`src/rtl/fetch_unit_pkg.sv`:
```
`default_nettype none
// ============================================================================
// fetch_unit_pkg : states, opcode field bounds and END opcode for fetch/decode
// Revision       : 1.0
// ============================================================================
package fetch_unit_pkg;

  localparam logic [2:0] ST_IDLE  = 3'd0;
  localparam logic [2:0] ST_FETCH = 3'd1;
  localparam logic [2:0] ST_LATCH = 3'd2;
  localparam logic [2:0] ST_EXEC  = 3'd3;
  localparam logic [2:0] ST_HALT  = 3'd4;

  localparam int OPCODE_MSB = 31;
  localparam int OPCODE_LSB = 26;

  localparam logic [5:0] OPC_END = 6'h3F;

endpackage
`default_nettype wire

```
`src/rtl/fetch_unit_if.sv`:
```
`default_nettype none
// ============================================================================
// fetch_unit_if : program-memory, execute-side and status signals of fetch
// Revision      : 1.0
// ============================================================================
interface fetch_unit_if #(
  parameter int PC_WIDTH    = 16,
  parameter int INSTR_WIDTH = 32
);
  logic                   io_run;
  logic [PC_WIDTH-1:0]    io_pcAddress;
  logic [INSTR_WIDTH-1:0] io_instruction;
  logic                   io_stall;
  logic                   io_jump;
  logic [PC_WIDTH-1:0]    io_jumpTarget;
  logic [INSTR_WIDTH-1:0] io_instr;
  logic [5:0]             io_opcode;
  logic                   io_valid;
  logic                   io_busy;
  logic                   io_done;

  modport master (
    input  io_run, io_instruction, io_stall, io_jump, io_jumpTarget,
    output io_pcAddress, io_instr, io_opcode, io_valid, io_busy, io_done
  );

  modport slave (
    output io_run, io_instruction, io_stall, io_jump, io_jumpTarget,
    input  io_pcAddress, io_instr, io_opcode, io_valid, io_busy, io_done
  );
endinterface
`default_nettype wire

```
`src/rtl/fetch_unit_program_counter.sv`:
```
`default_nettype none
// ============================================================================
// program_counter : PC register with load, wrapping increment and hold
// Revision        : 1.0
// ============================================================================
module program_counter #(
  parameter int PC_WIDTH = 16
) (
  input  wire logic                clock,
  input  wire logic                reset,
  input  wire logic                load,
  input  wire logic                inc,
  input  wire logic [PC_WIDTH-1:0] target,
  output logic      [PC_WIDTH-1:0] pc
);

  always_ff @(posedge clock) begin
    if (!reset) begin
      pc <= '0;
    end else if (load) begin
      pc <= target;
    end else if (inc) begin
      pc <= pc + {{(PC_WIDTH-1){1'b0}}, 1'b1};
    end
  end

endmodule
`default_nettype wire

```
`src/rtl/fetch_unit.sv`:
```
`default_nettype none
// ============================================================================
// fetch_unit : PC, instruction register and fetch sequencer (one instr/3 clk)
// Revision   : 1.0
// ============================================================================
module fetch_unit
  import fetch_unit_pkg::*;
#(
  parameter int         PC_WIDTH    = 16,
  parameter int         INSTR_WIDTH = 32,
  parameter logic [5:0] END_OPCODE  = OPC_END
) (
  input  wire logic    clock,
  input  wire logic    reset,
  fetch_unit_if.master bus
);

  logic [2:0]             state;
  logic [2:0]             state_nxt;
  logic [INSTR_WIDTH-1:0] ir;
  logic [PC_WIDTH-1:0]    pc;
  logic                   exec_go;
  logic                   is_end;
  logic                   pc_load;
  logic                   pc_inc;

  assign is_end  = (ir[OPCODE_MSB:OPCODE_LSB] == END_OPCODE);
  // Only an unstalled EXEC cycle retires the instruction and may move the PC.
  assign exec_go = (state == ST_EXEC) && !bus.io_stall;
  assign pc_load = exec_go && !is_end && bus.io_jump;
  assign pc_inc  = exec_go && !is_end && !bus.io_jump;

  program_counter #(
    .PC_WIDTH(PC_WIDTH)
  ) u_pc (
    .clock  (clock),
    .reset  (reset),
    .load   (pc_load),
    .inc    (pc_inc),
    .target (bus.io_jumpTarget),
    .pc     (pc)
  );

  always_comb begin
    state_nxt = state;
    case (state)
      ST_IDLE:  if (bus.io_run) state_nxt = ST_FETCH;
      ST_FETCH: state_nxt = ST_LATCH;
      ST_LATCH: state_nxt = ST_EXEC;
      ST_EXEC: begin
        if (!bus.io_stall) state_nxt = is_end ? ST_HALT : ST_FETCH;
      end
      ST_HALT:  state_nxt = ST_HALT;
      default:  state_nxt = ST_IDLE;
    endcase
  end

  always_ff @(posedge clock) begin
    if (!reset) begin
      state <= ST_IDLE;
      ir    <= '0;
    end else begin
      state <= state_nxt;
      if (state == ST_LATCH) ir <= bus.io_instruction;
    end
  end

  assign bus.io_pcAddress = pc;
  assign bus.io_instr     = ir;
  assign bus.io_opcode    = ir[OPCODE_MSB:OPCODE_LSB];
  assign bus.io_valid     = (state == ST_EXEC);
  assign bus.io_busy      = (state == ST_FETCH) || (state == ST_LATCH) || (state == ST_EXEC);
  assign bus.io_done      = (state == ST_HALT);

endmodule
`default_nettype wire
```
`src/flat_wrapper.sv`:
```
// flat-port wrapper written by rule: the top's interface ports become plain ports
module fetch_unit_flat import fetch_unit_pkg::*;
#(
  parameter int         PC_WIDTH    = 16,
  parameter int         INSTR_WIDTH = 32,
  parameter logic [5:0] END_OPCODE  = OPC_END
)
  (clock, reset, bus_io_run, bus_io_instruction, bus_io_stall, bus_io_jump, bus_io_jumpTarget, bus_io_pcAddress, bus_io_instr, bus_io_opcode, bus_io_valid, bus_io_busy, bus_io_done);
  fetch_unit_if #(.PC_WIDTH(PC_WIDTH), .INSTR_WIDTH(INSTR_WIDTH)) bus_i ();
  input  wire logic clock;
  input  wire logic reset;
  input wire logic [$bits(bus_i.io_run)-1:0] bus_io_run;
  input wire logic [$bits(bus_i.io_instruction)-1:0] bus_io_instruction;
  input wire logic [$bits(bus_i.io_stall)-1:0] bus_io_stall;
  input wire logic [$bits(bus_i.io_jump)-1:0] bus_io_jump;
  input wire logic [$bits(bus_i.io_jumpTarget)-1:0] bus_io_jumpTarget;
  output wire logic [$bits(bus_i.io_pcAddress)-1:0] bus_io_pcAddress;
  output wire logic [$bits(bus_i.io_instr)-1:0] bus_io_instr;
  output wire logic [$bits(bus_i.io_opcode)-1:0] bus_io_opcode;
  output wire logic [$bits(bus_i.io_valid)-1:0] bus_io_valid;
  output wire logic [$bits(bus_i.io_busy)-1:0] bus_io_busy;
  output wire logic [$bits(bus_i.io_done)-1:0] bus_io_done;
  assign bus_i.io_run = bus_io_run;
  assign bus_i.io_instruction = bus_io_instruction;
  assign bus_i.io_stall = bus_io_stall;
  assign bus_i.io_jump = bus_io_jump;
  assign bus_i.io_jumpTarget = bus_io_jumpTarget;
  assign bus_io_pcAddress = bus_i.io_pcAddress;
  assign bus_io_instr = bus_i.io_instr;
  assign bus_io_opcode = bus_i.io_opcode;
  assign bus_io_valid = bus_i.io_valid;
  assign bus_io_busy = bus_i.io_busy;
  assign bus_io_done = bus_i.io_done;
  fetch_unit #(.PC_WIDTH(PC_WIDTH), .INSTR_WIDTH(INSTR_WIDTH), .END_OPCODE(END_OPCODE)) u_core (.clock(clock), .reset(reset), .bus(bus_i));
endmodule
```
`config.mk`:
```
export PLATFORM = sky130hd
export DESIGN_NAME = fetch_unit_flat
export DESIGN_NICKNAME = d
export VERILOG_FILES = /design/src/rtl/fetch_unit_pkg.sv /design/src/rtl/fetch_unit_if.sv /design/src/rtl/fetch_unit_program_counter.sv /design/src/rtl/fetch_unit.sv /design/src/flat_wrapper.sv
export SDC_FILE = /design/constraint.sdc
export NUM_CORES = 1
export LEC_CHECK = 0
export BUFFER_PORTS_ARGS = -buffer_cell sky130_fd_sc_hd__buf_2
export CAP_MARGIN = 30
export CELL_PAD_IN_SITES_DETAIL_PLACEMENT = 1
export CELL_PAD_IN_SITES_GLOBAL_PLACEMENT = 1
export CORE_ASPECT_RATIO = 0.6
export CORE_MARGIN = 5
export CORE_UTILIZATION = 31
export DETAILED_ROUTE_END_ITERATION = 12
export GPL_TIMING_DRIVEN = 0
export PLACE_DENSITY_LB_ADDON = 0.1
export SYNTH_ARGS = -nofsm -noshare
export SYNTH_HDL_FRONTEND = slang
export SYNTH_SLANG_ARGS = --single-unit
```
`constraint.sdc`:
```
create_clock -name clock -period 1.92 [get_ports clock]
set_input_delay 0.096 -clock clock [delete_from_list [all_inputs] [get_ports clock]]
set_output_delay 0.096 -clock clock [all_outputs]
set_load 0.02 [all_outputs]
```
# Yosys cells after proc, flatten, opt, wreduce, memory -nomap -nowiden

Cells that the tools add are included.

Output and inout bits: 57
Input bits: 53
Word-level logic and storage cells: 29
Register bits after elaboration: 51

Add/subtract/negate cells: 1
Reduce and logical (&&, ||, !) cells: 12
Muxes and demuxes: 6
Equality and inequality tests: 7

Operators with widths:

| cell                    | number |
|---|---|
| $mux W16                | 2 |
| $add A16 B1 Y16 const B | 1 |
| $pmux W3 S5             | 1 |
| $mux W3                 | 3 |
| $eq A3 B2 Y1 const B    | 2 |
| $eq A6 B6 Y1 const B    | 1 |
| $logic_and A1 B1 Y1     | 4 |
| $ne A2 B2 Y1 const B    | 2 |
| $eq A3 B1 Y1 const B    | 1 |
| $eq A3 B3 Y1 const B    | 1 |
| $logic_not A1 Y1        | 3 |
| $logic_not A3 Y1        | 1 |
| $logic_or A1 B1 Y1      | 2 |
| $reduce_and A2 Y1       | 1 |
| $reduce_bool A2 Y1      | 1 |

# Depth between registers and ports, before layout

Gate-level depths: netlist of run 1.

Depth in word-level cells: 6
Gate-level depth with buffers: 7
Mapped depth without buffers: 6

# Hierarchy

A second synthesis of run 1 with hierarchy kept.

Cells, all modules: 266
Area, all modules: 2352.3 um^2

By module, submodules not included:

| module          | seq. area each (um^2) | area an instance (um^2) | times used | cells an instance |
|---|---|---|---|---|
| fetch_unit      | 700.7                 | 1432.6                  | 1          | 167 |
| program_counter | 320.3                 | 919.6                   | 1          | 99 |

# Worst setup path before layout of run 1

No wires, ideal clock.

Path type: reg2reg
Start: reg u_core.u_pc.pc[2]
End: reg u_core.u_pc.pc[15]
Data arrival time: 1.810 ns
Setup slack: 0.035 ns
Clock period less this slack: 1.885 ns
Data required time: 1.845 ns
Buffers on the path: 1
Cell stages (with the launch flop): 7
Setup time: 0.075 ns
Cells stage by stage: dfxtp_1 -> buf_2 -> nand4_2 -> or3_1 -> or3_1 -> o31a_1 -> o22ai_1

Cells in the longest elaborated chain, start to end: 3

RTL lines:

| item                   | RTL line                         | text |
|---|---|---|
| from (decl)            | fetch_unit_program_counter.sv:14 | `output logic [PC_WIDTH-1:0] pc` |
| from (signal assigned) | fetch_unit_program_counter.sv:21 | `pc <= target;` |
| from (signal assigned) | fetch_unit_program_counter.sv:23 | `pc <= pc + {{(PC_WIDTH-1){1'b0}}, 1'b1};` |
| $add A16 B1 Y16        | fetch_unit_program_counter.sv:23 |  |
| $mux W16               | fetch_unit_program_counter.sv:22 | `end else if (inc) begin` |
| $mux W16               | fetch_unit_program_counter.sv:20 | `end else if (load) begin` |

Every way passes these cells. The select of a mux whose other input is x is not followed.
A chain may end at the register's enable or synchronous reset.

# Worst setup path in the final report of run 1

Ends and elaborated chain as after synthesis.

==> results.md, run 1 <==
* Finished layout cell area at 3150 sq um
* Worst R2R Start: u_core.u_pc.pc[2]$_SDFFE_PN0P_
* Commonest cells post-synth: nand2_1, dfxtp_1, a21oi_1
* Outcome: finished clean
* Most frequent cell after synthesis: nand2_1
* Register-to-register setup slack at 70 ps
* Max clock buf depth at 2
* Routed Antenna Nets at 0
* Diodes inserted at 0
* Global placer's final weighted congestion at 0.799
* Hold Worst Slack at 45.0 ps
* Global-route wire length before repair at 13.5 mm
* Period minus WS final at 1850 ps
* Number of synthesized flops with an enable pin at 0
* Final setup viols at 0
* Power Density at 791 nW/um^2
* Crit path launch: u_core.u_pc.pc[2]$_SDFFE_PN0P_
* Synth unique cells at 43
* Layout Nets at 468
* # DRC at 0
* Post-Syn Area at 2280 sq um
* Worst-Skew Late Latency at 290 ps
* Max H-tree Level at 2
* Yosys top cell by area: dfxtp_1
* Share of cells above drive strength 1 at 33.0%
* Die X at 121 microns
* Period utilisation layout at 96.2%
* Peak supply drop at 0.368 mV
* Hold/Removal Path Class: input port to register
* DP Area at 2940 sq um
* RSZ-0062 raised after global routing: yes
* Measured slew at the worst slew-check pin at 630 ps
* Top FF cell, synth: dfxtp_1
* Worst EP required at 2140 ps
* Wirelength per Cell at 16.3 microns
* Max Cap Viol at 0
* Worst R2R End: u_core.u_pc.pc[15]$_SDFFE_PN0P_
* HPWL after DPL at 6.47 mm
* R2R cell count at 6
* Clk root buf: clkbuf_16
* 1st-iter DRT viols at 148
* CP Max Fanout at 8
* Total grt overflow at 0
* FMAX at 0.541 GHz
* Mean Syn Cell Area at 7.61 sq um
* Yosys top cell area share at 44.7%
* Initial core utilization at 31.7%
* Die area at 9230 sq um
* CP endpoint kind: register
* Slew Limit Fails at 0
* Number of global-route vias before repair at 2548
* I/O pins at 110
* Clock sinks at 51
* Largest net degree at the start of global routing at 15
* Vias at 2567
* Synth async-reset ratio at 0%
* Placed insts at 499
* Via/cell ratio at 5.07
* Total CTS buffers at 5
* Reg clk slew, reported paths at 60 ps
* Initial antenna violation count at 1
* CTS tree: done
* Worst Path Arrival at 2070 ps
* Syn_nets at 354
* Final Skew at 5.56 ps
* Core ar. at 7210 sq um
* IO buf count at 108
* Pwr Total at 2.49 mW
* Tot GR Track Use at 18.2%
* Final std cells w/o fill at 506
* Core Rows at 24
* Synthesized instance count at 300
* Layout area overhead at 38.1%
* Setup crit end: u_core.u_pc.pc[15]$_SDFFE_PN0P_
* Drt first pass iters at 4
* Synth area leaders: dfxtp_1, nand2_1, a21oi_1, clkbuf_1, nor2_1
* Die Ht at 76.5 microns
* Worst Setup Path Type: register to register
* Slew headroom at 58.0%
* Synth warnings at 0
* Fin. Hold Viols at 0
* WL final at 8.25 mm
* CP startpoint kind: register
* Leak Pwr at 1.38 nW
* Setup_tns at 0 ps
* Synthesis-stage register bit count at 51
* Setup bufs post-CTS at 0
* Sequential fraction of the synthesis area at 44.7%
[logic make-up after synthesis]
family | count (synthesis) | synth area share (%)
AND/OR/NAND/NOR | 135 | 27.1
AO/OA/AOI/OAI | 84 | 21.5
flip-flops | 51 | 44.7
buffers and inverters | 28 | 5.65
multiplexers | 1 | 0.439
adder cells (fa/ha/maj) | 1 | 0.548
[area by class of cell]
cell class	instances	area [sq um]
clock buffers	8	156
inverters	2	7.51
fillers	912	4060
flip-flops and latches	51	1030
plain buffers	25	123
multi-input cells	221	1180
well taps	91	114
repair buffers	108	541
[registers in the layout (all words and copies together) (netlist names)]
signal and flops:
u_core.state 3, u_core.bus.io_instr 32, u_core.u_pc.pc 16
[repair_timing]
| action | CTS | global route |
|---|---|---|
| gates resized for setup | 4 | 16 |
| hold endpoints to repair | 0 | 0 |
| setup endpoints to repair | 12 | 37 |
| hold buffers | 0 | 0 |
[per-stage QoR]
stage	setup WS [ps]	utilization (%)
floorplan	35.3	-
global placement	-152	40.7
detailed placement	-163	40.7
CTS	0.686	43.0
global route	2.10	43.7
finish	72.6	43.7
[layout by cell type (no fill, tap or decap), types with 4 or more instances in the layout]
cell | synthesis | routed
buf_2 | 1 | 108
nand2_1 | 82 | 82
a21oi_1 | 48 | 48
dfxtp_1 | 51 | 46
clkbuf_1 | 19 | 17
nor2_1 | 16 | 16
nand3_1 | 10 | 10
buf_4 | 6 | 7
o21ai_1 | 6 | 6
clkbuf_16 | 0 | 5
o21ai_0 | 4 | 4
a31oi_1 | 5 | 4
dfxtp_2 | 0 | 4
[how the worst min path moves through the flow]
stage                                                end                    from  cells after the start
detailed placement  u_core.bus.io_instr[10]$_SDFFE_PN0P_  bus_io_instruction[10]                      3
global placement    u_core.bus.io_instr[29]$_SDFFE_PN0P_  bus_io_instruction[29]                      3
CTS                 u_core.bus.io_instr[30]$_SDFFE_PN0P_  bus_io_instruction[30]                      3
floorplan           u_core.bus.io_instr[19]$_SDFFE_PN0P_  bus_io_instruction[19]                      2
finish               u_core.bus.io_instr[0]$_SDFFE_PN0P_   bus_io_instruction[0]                      3
global route         u_core.bus.io_instr[3]$_SDFFE_PN0P_   bus_io_instruction[3]                      3
[layer usage]
layer	GRT usage, %	vias to the layer above	share of wire [%]
met3	5.93	9	8.7
met2	26.3	84	41
met1	26.3	1204	50
li1	-	1268	-
met4	3.73	2	0.79
met5	0	-	0.13
[worst max-delay path: stages (launching register included)]
cell     delay (ps)
dfxtp_1         340
buf_4           170
nand4_4         110
or3_4           350
or3_1           420
o31a_1          250
o22ai_1         130
[report_power, final]
part           switching (mW)  internal (mW)  leakage (nW)
Sequential             0.0447           1.11         0.417
Combinational           0.256          0.150         0.888
Clock                   0.377          0.555        0.0772
(Power assumes the default switching activity.)
==> run 2, diff against run 1 <==
--- a/config.mk
+++ b/config.mk
@@ -14,7 +14,7 @@
 export CORE_UTILIZATION = 31
 export DETAILED_ROUTE_END_ITERATION = 12
 export GPL_TIMING_DRIVEN = 0
-export PLACE_DENSITY_LB_ADDON = 0.1
+export PLACE_DENSITY = 0.82
 export SYNTH_ARGS = -nofsm -noshare
 export SYNTH_HDL_FRONTEND = slang
 export SYNTH_SLANG_ARGS = --single-unit
==> results.md, run 2 (synthesized netlist as in run 1, its figures left out) <==
* WL final at 8.39 mm (was 8.25 mm)
* Power Density at 785 nW/um^2 (was 791 nW/um^2)
* Global placer's final weighted congestion at 0.828 (was 0.799)
* 1st-iter DRT viols at 250 (was 148)
* Register-to-register setup slack at 60 ps (was 70 ps)
* Hold Crit Start: bus_io_instruction[0] (unchanged)
* CP endpoint kind: register (unchanged)
* Via/cell ratio at 5.19 (was 5.07)
* Initial antenna violation count at 0 (was 1)
* Final setup viols at 0 (unchanged)
* Leak Pwr at 1.36 nW (was 1.38 nW)
* Final std cells w/o fill at 506 (unchanged)
* Finished layout cell area at 3120 sq um (was 3150 sq um)
* Pwr Total at 2.44 mW (was 2.49 mW)
* Number of flip-flops in the largest register at 32 (unchanged)
* Worst setup margin at 56.8 ps (was 72.6 ps)
* Share of cells above drive strength 1 at 32.8% (was 33.0%)
* Measured slew at the worst slew-check pin at 640 ps (was 630 ps)
* # DRC at 0 (unchanged)
* Period minus WS final at 1860 ps (was 1850 ps)
* Outcome: finished clean (unchanged)
* Slowest cell on crit path: or3_4 (was or3_1)
* Worst R2R Start: u_core.u_pc.pc[2]$_SDFFE_PN0P_ (unchanged)
* Vias at 2627 (was 2567)
* Worst-Skew Late Latency at 290 ps (about the same)
* Slowest cell delay on critical path at 410 ps (was 420 ps)
* Crit path launch: u_core.u_pc.pc[2]$_SDFFE_PN0P_ (unchanged)
* Tot GR Track Use at 17.8% (was 18.2%)
* Setup WS pre-CTS at -182 ps (was -163 ps)
* Die X at 121 microns (unchanged)
* Worst Setup Path Type: register to register (unchanged)
* Layout area overhead at 36.5% (was 38.1%)
* Core Rows at 24 (unchanged)
* Placed insts at 499 (unchanged)
* Clock sinks at 51 (unchanged)
* FMAX at 0.537 GHz (was 0.541 GHz)
* Number of global-route vias before repair at 2512 (was 2548)
* Layout Nets at 468 (unchanged)
* Layout Utilization at 43.2% (was 43.7%)
* I/O pins at 110 (unchanged)
* Setup_tns at 0 ps (unchanged)
* IO buf count at 108 (unchanged)
* Most frequent cells in the layout: buf_2, nand2_1, a21oi_1 (unchanged)
* CP Max Fanout at 8 (unchanged)
* Total CTS buffers at 5 (unchanged)
* Core ar. at 7210 sq um (unchanged)
* Max clock buf depth at 2 (unchanged)
* Initial core utilization at 31.7% (unchanged)
* Final Skew at 5.68 ps (was 5.56 ps)
* Max H-tree Level at 2 (unchanged)
* Drt first pass iters at 4 (unchanged)
* Hold/Removal Path Class: input port to register (unchanged)
* Worst Path Arrival at 2080 ps (was 2070 ps)
* Diodes inserted at 0 (unchanged)
* Die area at 9230 sq um (unchanged)
* Fin. Hold Viols at 0 (unchanged)
* Clk root buf: clkbuf_16 (unchanged)
* HPWL after DPL at 6.34 mm (was 6.47 mm)
* Total grt overflow at 0 (unchanged)
* Worst EP required at 2140 ps (about the same)
* CTS tree: done (unchanged)
* Peak supply drop at 0.357 mV (was 0.368 mV)
* Largest net degree at the start of global routing at 16 (was 15)
* Routed Antenna Nets at 0 (unchanged)
* Period utilisation layout at 97.0% (was 96.2%)
* Die Ht at 76.5 microns (unchanged)
* Leading cell type in the layout, fill and taps excluded: buf_2 (unchanged)
* Slew headroom at 57.3% (was 58.0%)
* Max Cap Viol at 0 (unchanged)
* CP startpoint kind: register (unchanged)
* Slew Limit Fails at 0 (unchanged)
* Global-route wire length before repair at 13.3 mm (was 13.5 mm)
* DP Area at 2940 sq um (unchanged)
* Wirelength per Cell at 16.6 microns (was 16.3 microns)
* Most frequent CP cell: or3_4
* Crit-path cells: buf_4 -> nand4_2 -> or3_4 -> or3_4 -> o31a_1 -> o22ai_1 (was buf_4 -> nand4_4 -> or3_4 -> or3_1 -> o31a_1 -> o22ai_1)
* Reg clk slew, reported paths at 70 ps (was 60 ps)
* Cts hold-fix bufs at 0 (unchanged)
* Hold Worst Slack at 38.7 ps (was 45.0 ps)
run 2: path summary, 6_finish.rpt:
check                                                       endpoint  depth (start not counted)
worst max-delay path                 u_core.u_pc.pc[15]$_SDFFE_PN0P_                          6
worst min-delay path             u_core.bus.io_instr[0]$_SDFFE_PN0P_                          3
worst max register to register       u_core.u_pc.pc[15]$_SDFFE_PN0P_                          6
worst min register to register  u_core.bus.io_instr[17]$_SDFFE_PN0P_                          2
run 2: worst max-delay path, delay by kind of cell (launching register included):
family                 cells  cell delay (ps)
AND/OR/NAND/NOR            3              900
AO/OA/AOI/OAI              2              380
flip-flops                 1              350
buffers and inverters      1              160
run 2: report_power, final:
part / internal (mW) / switching [mW]
clock: 0.482 / 0.402
sequential: 1.11 / 0.0448
combinational: 0.149 / 0.258
total: 1.74 / 0.705
run 2: layout make-up:
| class | instances | area, sq um |
|---|---|---|
| fill | 941 | 4090 |
| multi-input combinational | 221 | 1160 |
| sequential | 51 | 1030 |
| timing repair buffer | 108 | 541 |
| clock buffer | 6 | 129 |
| buffer | 25 | 123 |
| tap | 91 | 114 |
| clock inverter | 2 | 12.5 |
| inverter | 2 | 7.51 |
run 2: per-layer routing:
metal / part of all wire, % / track usage, % / vias to the layer above / wire length, microns
li1: - / - / 1266 / -
met1: 46 / 23.8 / 1242 / 3820
met2: 43 / 27.2 / 112 / 3590
met3: 11 / 7.20 / 7 / 920
met4: 0.70 / 3.39 / 0 / 59
met5: 0 / 0 / - / 0
run 2: what timing repair did:
item	in CTS	in global routing
buffers inserted	0	0
resized for setup	6	9
gates cloned	0	0
setup endpoints to repair	12	5
